<file path="src/rtl/ber_test_ctrl.sv">
`default_nettype none
// ============================================================================
// Module   : ber_test_ctrl
// Brief    : BER tester sequencer. Resets and enables the PRBS generator,
//            waits for checker lock, then measures a programmed number of
//            words while accumulating a saturating bit-error count.
//            Optional pause input is built when BER_CTRL_PAUSE_EN is defined.
// Revision : 1.0 - initial release
// ============================================================================
module ber_test_ctrl #(
  parameter int INIT_CYCLES  = 4,     // generator reset hold after start (>=1)
  parameter int LOCK_TIMEOUT = 1024,  // SYNC cycles allowed before timeout (>=1)
  parameter int CNT_W        = 32     // counter width (>=4)
) (
  input  logic             clk,
  input  logic             reset,
  input  logic             start,
  input  logic             abort,
  input  logic [CNT_W-1:0] test_len,
  output logic             gen_reset,
  output logic             gen_en,
  input  logic             chk_locked,
  input  logic             err_valid,
  input  logic [3:0]       err_bits,
`ifdef BER_CTRL_PAUSE_EN
  input  logic             pause,
`endif
  output logic             busy,
  output logic             done,
  output logic             timeout,
  output logic [CNT_W-1:0] word_cnt,
  output logic [CNT_W-1:0] err_cnt,
  output logic             err_sat
);

  // Shared cycle counter covers both the INIT hold and the SYNC timeout.
  localparam int c_cyc_max = (INIT_CYCLES > LOCK_TIMEOUT) ? INIT_CYCLES : LOCK_TIMEOUT;
  localparam int c_cyc_w   = (c_cyc_max > 1) ? $clog2(c_cyc_max + 1) : 1;

  localparam logic [c_cyc_w-1:0] c_init_load = c_cyc_w'(INIT_CYCLES - 1);
  localparam logic [c_cyc_w-1:0] c_lock_load = c_cyc_w'(LOCK_TIMEOUT - 1);
  localparam logic [c_cyc_w-1:0] c_cyc_one   = c_cyc_w'(1);
  localparam logic [CNT_W-1:0]   c_cnt_one   = CNT_W'(1);

  localparam logic [2:0] c_st_idle = 3'd0;
  localparam logic [2:0] c_st_init = 3'd1;
  localparam logic [2:0] c_st_sync = 3'd2;
  localparam logic [2:0] c_st_run  = 3'd3;
  localparam logic [2:0] c_st_done = 3'd4;

  logic [2:0]         r_state;
  logic [2:0]         w_state_nxt;
  logic [c_cyc_w-1:0] r_cyc_cnt;
  logic [CNT_W-1:0]   r_len;
  logic [CNT_W-1:0]   r_word_cnt;
  logic [CNT_W-1:0]   r_err_cnt;
  logic               r_err_sat;
  logic               r_timeout;
  logic               r_gen_reset;
  logic               r_gen_en;
  logic               r_busy;
  logic               r_done;

  logic               w_pause;
  logic               w_start_acc;
  logic               w_sync_to;
  logic               w_word_inc;
  logic [CNT_W-1:0]   w_word_nxt;
  logic [3:0]         w_err_clamp;
  logic [CNT_W:0]     w_err_sum;
  logic               w_gen_reset_nxt;
  logic               w_gen_en_nxt;
  logic               w_busy_nxt;
  logic               w_done_nxt;

`ifdef BER_CTRL_PAUSE_EN
  assign w_pause = pause;
`else
  assign w_pause = 1'b0;
`endif

  // A word never carries more than 8 bit errors; larger reports are clamped.
  assign w_err_clamp = (err_bits > 4'd8) ? 4'd8 : err_bits;
  assign w_err_sum   = {1'b0, r_err_cnt} + {{(CNT_W-3){1'b0}}, w_err_clamp};
  assign w_word_nxt  = r_word_cnt + c_cnt_one;

  // State register plus outputs registered from the next-state decode.
  always_ff @(posedge clk) begin
    if (reset) begin
      r_state     <= c_st_idle;
      r_gen_reset <= 1'b1;
      r_gen_en    <= 1'b0;
      r_busy      <= 1'b0;
      r_done      <= 1'b0;
    end else begin
      r_state     <= w_state_nxt;
      r_gen_reset <= w_gen_reset_nxt;
      r_gen_en    <= w_gen_en_nxt;
      r_busy      <= w_busy_nxt;
      r_done      <= w_done_nxt;
    end
  end

  // Next-state decode; abort overrides everything, including start.
  always_comb begin
    w_state_nxt = r_state;
    w_start_acc = 1'b0;
    w_sync_to   = 1'b0;
    w_word_inc  = 1'b0;
    if (abort) begin
      w_state_nxt = c_st_idle;
    end else begin
      case (r_state)
        c_st_idle, c_st_done: begin
          if (start) begin
            w_state_nxt = c_st_init;
            w_start_acc = 1'b1;
          end
        end
        c_st_init: begin
          if (r_cyc_cnt == '0) begin
            w_state_nxt = c_st_sync;
          end
        end
        c_st_sync: begin
          // Lock seen on the final timeout cycle still counts as lock.
          if (chk_locked) begin
            w_state_nxt = c_st_run;
          end else if (!w_pause && (r_cyc_cnt == '0)) begin
            w_state_nxt = c_st_idle;
            w_sync_to   = 1'b1;
          end
        end
        c_st_run: begin
          if (err_valid && !w_pause) begin
            w_word_inc = 1'b1;
            if (w_word_nxt == r_len) begin
              w_state_nxt = c_st_done;
            end
          end
        end
        default: begin
          w_state_nxt = c_st_idle;
        end
      endcase
    end
  end

  // Output decode from the next state so outputs move with the transition.
  always_comb begin
    w_gen_reset_nxt = 1'b1;
    w_gen_en_nxt    = 1'b0;
    w_busy_nxt      = 1'b0;
    w_done_nxt      = 1'b0;
    case (w_state_nxt)
      c_st_init: begin
        w_busy_nxt = 1'b1;
      end
      c_st_sync, c_st_run: begin
        w_gen_reset_nxt = 1'b0;
        w_gen_en_nxt    = !w_pause;
        w_busy_nxt      = 1'b1;
      end
      c_st_done: begin
        // Generator is neither reset nor clocked, so its state is held.
        w_gen_reset_nxt = 1'b0;
        w_done_nxt      = 1'b1;
      end
      default: begin
        w_gen_reset_nxt = 1'b1;
      end
    endcase
  end

  // Cycle counter: INIT hold length, then SYNC lock-wait budget.
  always_ff @(posedge clk) begin
    if (reset) begin
      r_cyc_cnt <= '0;
    end else if (w_start_acc) begin
      r_cyc_cnt <= c_init_load;
    end else if (r_state == c_st_init) begin
      r_cyc_cnt <= (r_cyc_cnt == '0) ? c_lock_load : (r_cyc_cnt - c_cyc_one);
    end else if ((r_state == c_st_sync) && !w_pause && (r_cyc_cnt != '0)) begin
      r_cyc_cnt <= r_cyc_cnt - c_cyc_one;
    end
  end

  // Measurement counters and sticky flags; abort leaves them untouched.
  always_ff @(posedge clk) begin
    if (reset) begin
      r_len      <= c_cnt_one;
      r_word_cnt <= '0;
      r_err_cnt  <= '0;
      r_err_sat  <= 1'b0;
      r_timeout  <= 1'b0;
    end else if (w_start_acc) begin
      r_len      <= (test_len == '0) ? c_cnt_one : test_len;
      r_word_cnt <= '0;
      r_err_cnt  <= '0;
      r_err_sat  <= 1'b0;
      r_timeout  <= 1'b0;
    end else begin
      if (w_sync_to) begin
        r_timeout <= 1'b1;
      end
      if (w_word_inc) begin
        r_word_cnt <= w_word_nxt;
        if (w_err_sum[CNT_W] || (&w_err_sum[CNT_W-1:0])) begin
          r_err_cnt <= '1;
          r_err_sat <= 1'b1;
        end else begin
          r_err_cnt <= w_err_sum[CNT_W-1:0];
        end
      end
    end
  end

  assign gen_reset = r_gen_reset;
  assign gen_en    = r_gen_en;
  assign busy      = r_busy;
  assign done      = r_done;
  assign timeout   = r_timeout;
  assign word_cnt  = r_word_cnt;
  assign err_cnt   = r_err_cnt;
  assign err_sat   = r_err_sat;

endmodule
`default_nettype wire
</file>
<file path="config.mk">
export PLATFORM = sky130hd
export DESIGN_NAME = ber_test_ctrl
export DESIGN_NICKNAME = d
export VERILOG_FILES = /design/src/rtl/ber_test_ctrl.sv
export SDC_FILE = /design/constraint.sdc
export NUM_CORES = 1
export LEC_CHECK = 0
export CORE_MARGIN = 2
export CORE_UTILIZATION = 40
export CTS_CLUSTER_SIZE = 25
export DETAILED_ROUTE_END_ITERATION = 16
export PLACE_DENSITY = 0.68
export SLEW_MARGIN = 10
export SYNTH_ARGS = -nofsm -noshare
export SYNTH_HDL_FRONTEND = slang
export SYNTH_SLANG_ARGS = --single-unit
</file>
<file path="constraint.sdc">
create_clock -name clk -period 5.68 [get_ports clk]
set_clock_uncertainty 0.1 [all_clocks]
set_input_delay 1.42 -clock clk [delete_from_list [all_inputs] [get_ports clk]]
set_output_delay 1.42 -clock clk [all_outputs]
set_load 0.005 [all_outputs]
</file>
======== Word-level counts from Yosys, hierarchy flattened ========
Cells that the tools add are included.
cells by class
  $add $sub $neg .......................... 3
  $mul .................................... 0
  div/mod/pow operators ................... 0
  order comparisons ....................... 1
  equality and inequality tests ........... 9
  shift operators ......................... 0
  multiplexer cells ....................... 29
  bitwise gates (word level) .............. 0
  reduce and logical (&&, ||, !) cells .... 15
operators by type and width
  cell                   number
  $mux 32                2
  $add 32x4->33          1
  $mux 11                3
  $add 32x1->32 const B  1
  $eq 32x32->1           1
  $logic_not 32->1       1
  $reduce_and 32->1      1
  $mux 3                 7
  $mux 1                 14
  $eq 3x2->1 const B     4
  $pmux 3 s4             1
  $logic_not 11->1       1
  $reduce_bool 11->1     1
  $sub 11x1->11 const B  1
  $eq 3x1->1 const B     2
  $eq 3x3->1 const B     2
  $reduce_or 2->1        3
  $reduce_or 3->1        2
  $gt 4x4->1 const B     1
  $mux 4                 1
  $logic_not 3->1        1
  $reduce_bool 3->1      1
  $mux 2                 1
  $reduce_and 2->1       1
  3 further kinds        3
word-level totals
  flip-flop bits (word level) ............. 116
  latch bits .............................. 0
  memory bits (writable) .................. 0
  bits in read-only memories .............. 0
  bits of input ports ..................... 42
  output and inout port bits .............. 70
  word-level logic and storage cells ...... 69
  memories kept ........................... 0

======== Depth between registers and ports, before layout ========
  depth after elaboration ................. 9
  gate-level depth with buffers ........... 13
  depth with buffers taken out ............ 12

======== Least setup slack after synthesis ========
Ideal clock, no wire load.
  path kind ............................... input to register
  start point ............................. in err_bits[0]
  end point ............................... reg r_err_cnt[9], in the netlist err_cnt[9]
  library setup time ...................... 73 ps
  data arrival time ....................... 4510 ps
  required time ........................... 5507 ps
  setup slack ............................. 998 ps
  stages on the path ...................... 13
  buffers on the path ..................... 1
  cells stage by stage .................... nor2b_1 ha_1 fa_1 xnor2_1 or4_1 nor4_1 nand4_1 or3_1 or4_4 and3_4 buf_6 and3_1 nor3_2
on the way
  cells in the longest elaborated chain, start to end .. 6
ends and longest elaborated chain
  what                  RTL line  source
  from (decl)           24        input logic [3:0] err_bits,
  $gt 4x4->1            83        assign w_err_clamp = (err_bits > 4'd8) ? 4'd8 : err_bits;
  $mux 4 *              83
  $add 32x4->33 *       84        assign w_err_sum = {1'b0, r_err_cnt} + {{(CNT_W-3){1'b0}}, w_err_clamp};
  $reduce_and 32->1     208       if (w_err_sum[CNT_W] || (&w_err_sum[CNT_W-1:0])) begin
  $logic_or 1x1->1      208
  $mux 32 *             208
  to (signal assigned)  212       r_err_cnt <= w_err_sum[CNT_W-1:0];
  to (decl)             56        logic [CNT_W-1:0] r_err_cnt;
Mark *: on every way between the ends. The rest lies on a longest branch, timed or not.
A chain may end at the register's enable or synchronous reset.

======== Final worst setup path ========
  start point ............................. in err_bits[3]
  end point ............................... reg r_err_cnt[11], in the netlist err_cnt[11]
Same word-level chain as after synthesis.

==> run_results.csv <==
group,metric,value,unit
timing,worstMarginPinSlew,1.10,ns
cts,clockBufferDepth,2,
floorplan,start_util,40.8,%
timing,rsz0062_at_grt,"no",
timing,hold_violations,0,
cts,path_clk_slew,0.05,ns
worst_hold_path,hp-class,"reg2reg",
grt,grt_usage,22.2,%
finish,drive_gt1_share,5.96,%
flow_run,maxCapViolCount,0,
synth,netlist_area,6740,sq um
finish,syn_to_final_growth,26.2,%
detailed_routing,vias,6756,
worst_setup_path,crit_path_start_kind,"primary input",
synth,dominantRegCellSynth,"dfxtp_1",
floorplan,die_w,134,um
cts,cts_made_buffers,17,
grt,gr-usage-met1,29.8,%
power,p_leak,2.82,nW
grt,grt_pass1_vias,6227,
grt,grt_max_degree,40,
floorplan,die_area,17900,sq um
grt,antenna_found_initial,0,
grt,grt_overflow_total,0,
grt,gr-max-usage-layer,"met2",
detailed_routing,drt_pass1_iterations,5,
detailed_routing,drtIter0Drc,573,
synth,yosysSeqAreaShare,34.4,%
timing,tns,0,ns
timing,max_freq,197,MHz
timing,fin_crit_sh,89.6,%
detailed_routing,drc,0,
finish,fillers,1573,
detailed_routing,viasPerCell,5.66,
synth,netlist_instances,882,
synth,synth-edff-count,0,
place,dp_hpwl,14000,um
floorplan,rows,47,
timing,finalMaxSlewViolations,0,
synth,yosysWarningCount,0,
cts,cts_tree,"built",
finish,finish.utilization,51.5,%
cts,cts_sinks,116,
place,port_buffers,111,
grt,grt_use_met2,36.4,%
cts,insertion_delay,0.42,ns
place,gp_congestion,0.958,
cts,cts_setup_buffers,0,
timing,setup_viol,0,
power,peakVddDrop,0.000199,V
timing,relSlewSlack,26.3,%
cts,cts_hold_buffers,0,
detailed_routing,postRouteAntennaNets,0,
synth,ys_ff_latch,116,
power,p_per_area,238,nW/um^2
worst_setup_path,worstSetupEndpointType,"flop",
synth,synth_cell_type_count,70,
cts,cts_resized,0,
outcome,status,"complete, no violations",
finish,nNetsFinal,1012,
worst_setup_path,crit_arrival,5.33,ns
synth,synthArstFlopShare,0,%
floorplan,die_h,134,um
floorplan,coreArea,16500,sq um
synth,syn_avg_cell_area,7.64,sq um
floorplan,num_io_pins,112,
cts,htreeDepth,4,
detailed_routing,wl_per_cell,16.3,um
synth,synthesis.nets,931,
cts,cts_root_buffer,"clkbuf_16",
grt,grt_pass1_wl,32100,um
timing,min_period,5.09,ns
power,design_power_total,2.03,mW
detailed_routing,wl,19400,um
grt,met3_usage,3.78,%
finish,num_antenna_cells,0,
worst_setup_path,required,5.92,ns
worst_setup_path,path_class,"in2reg",
worst_setup_path,crit_path_max_fanout,21,
[report_power, final]
part | switching (mW) | internal [mW]
clock | 0.361 | 0.648
sequential | 0.0174 | 0.833
combinational | 0.0907 | 0.0761
total | 0.469 | 1.56
[sequential cells by signal, summed over array words and instances (netlist names), 3 cells and up]
name and count:
err_cnt 32, r_cyc_cnt 11, r_state 3, r_len 32, word_cnt 32
[layer usage]
layer	vias up	wire, um
met3	30	963
met2	232	8990
met4	0	364
met5	-	0
met1	3137	9100
li1	3357	-
[Yosys cell counts (all sizes together) (2+ instances only)]
master,instances,share of area [%]
o21a,7,0.78
a31oi,16,1.5
buf,13,1.1
nor2b,6,0.56
a41o,2,0.30
o211ai,4,0.45
mux2i,4,0.59
xor2,34,4.4
a211oi,12,1.3
or2,4,0.37
or3,25,2.3
a2111oi,3,0.67
o21ai,41,3.0
nor3,35,3.0
nor3b,3,0.33
a41oi,4,0.52
nor2,83,4.6
nor4b,2,0.26
o31ai,3,0.33
xnor2,39,5.1
a21boi,5,0.56
nand2b,7,0.65
o22ai,3,0.28
and2,3,0.28
nor4,22,2.1
inv,16,0.89
clkbuf,43,2.4
a21o,2,0.22
ha,6,1.1
and4,10,1.3
dfxtp,116,34
nand3b,2,0.22
a21oi,74,5.5
o41ai,2,0.26
a311oi,10,1.3
nand3,39,3.0
nand2,115,6.4
nand4,25,2.3
mux2,2,0.33
and3,17,1.7
or4,8,0.95
[cells in the final DEF, fill, tap and decap left out, types with 4 or more instances in the layout]
cell             instances
nor3_1                  27
xnor2_1                 39
mux2i_1                  4
nand2b_1                 6
a311oi_1                10
clkbuf_8                 5
or4_1                    7
ha_1                     6
inv_1                   15
nor2b_1                  6
buf_4                    7
nor3_2                   8
nand4_1                 25
and3_1                  16
o21a_1                   7
o211ai_1                 4
clkbuf_16               17
a211oi_1                12
o21ai_0                 40
or3_1                   25
clkinv_2                 4
a41oi_1                  4
xor2_1                  34
and4_1                   9
dfxtp_1                116
a21oi_1                 74
clkdlybuf4s50_1        111
a31oi_1                 16
nand3_1                 38
nor4_1                  21
nand2_1                115
nor2_1                  83
[cell type report]
cell class                      instances  area (sq um)  area share [%]
Clock buffer                           24           502            5.90
Clock inverter                          5          50.0           0.588
Inverter                               16          60.1           0.706
Multi-Input combinational cell        694          4140            48.6
Sequential cell                       116          2320            27.3
Tap cell                              220           275            3.23
Timing Repair Buffer                  118          1160            13.7
[cell families (layout without fill, tap and decap cells)]
logic type | Yosys count | count (layout) | share of synthesized area [%]
buf+inv | 72 | 163 | 4.38
flops | 116 | 116 | 34.4
mux | 6 | 6 | 0.928
compound gates | 197 | 197 | 18.2
simple gates | 411 | 411 | 31.2
xor+xnor | 73 | 73 | 9.48
fa+ha+maj | 7 | 7 | 1.41
[critical path, cell delays in order]
cell and delay, ns:
clkdlybuf4s50_1 0.54, nor2b_1 0.07, ha_1 0.20, fa_1 0.42, xnor2_1 0.17, or4_1 0.49, nor4_1 0.27, nand4_1 0.11
or3_1 0.32, or4_4 0.63, and3_4 0.32, and3_1 0.21, nor3_2 0.16
[per-stage QoR]
step,instance area [sq um],instances,hold WS [ns],setup slack [ns]
6_report,8510,1193,0.365,0.593
5_1_grt,8510,1193,0.388,0.476
4_1_cts,8510,1193,0.365,0.604
3_5_place_dp,7960,1164,0.358,0.182
3_3_place_gp,7960,1164,0.356,0.288
2_1_floorplan,6740,882,0.345,0.998
[final timing paths]
kind,start,endpoint,slack (ns),cells past startpoint
worst min register to register,r_len[26],r_len[26],0.37,2
worst max register to register,word_cnt[3],gen_en,1.59,8
worst min-delay path,r_len[26],r_len[26],0.37,2
worst max-delay path,err_bits[3],err_cnt[11],0.59,13
No activity file was read; power rests on OpenSTA's default activity.
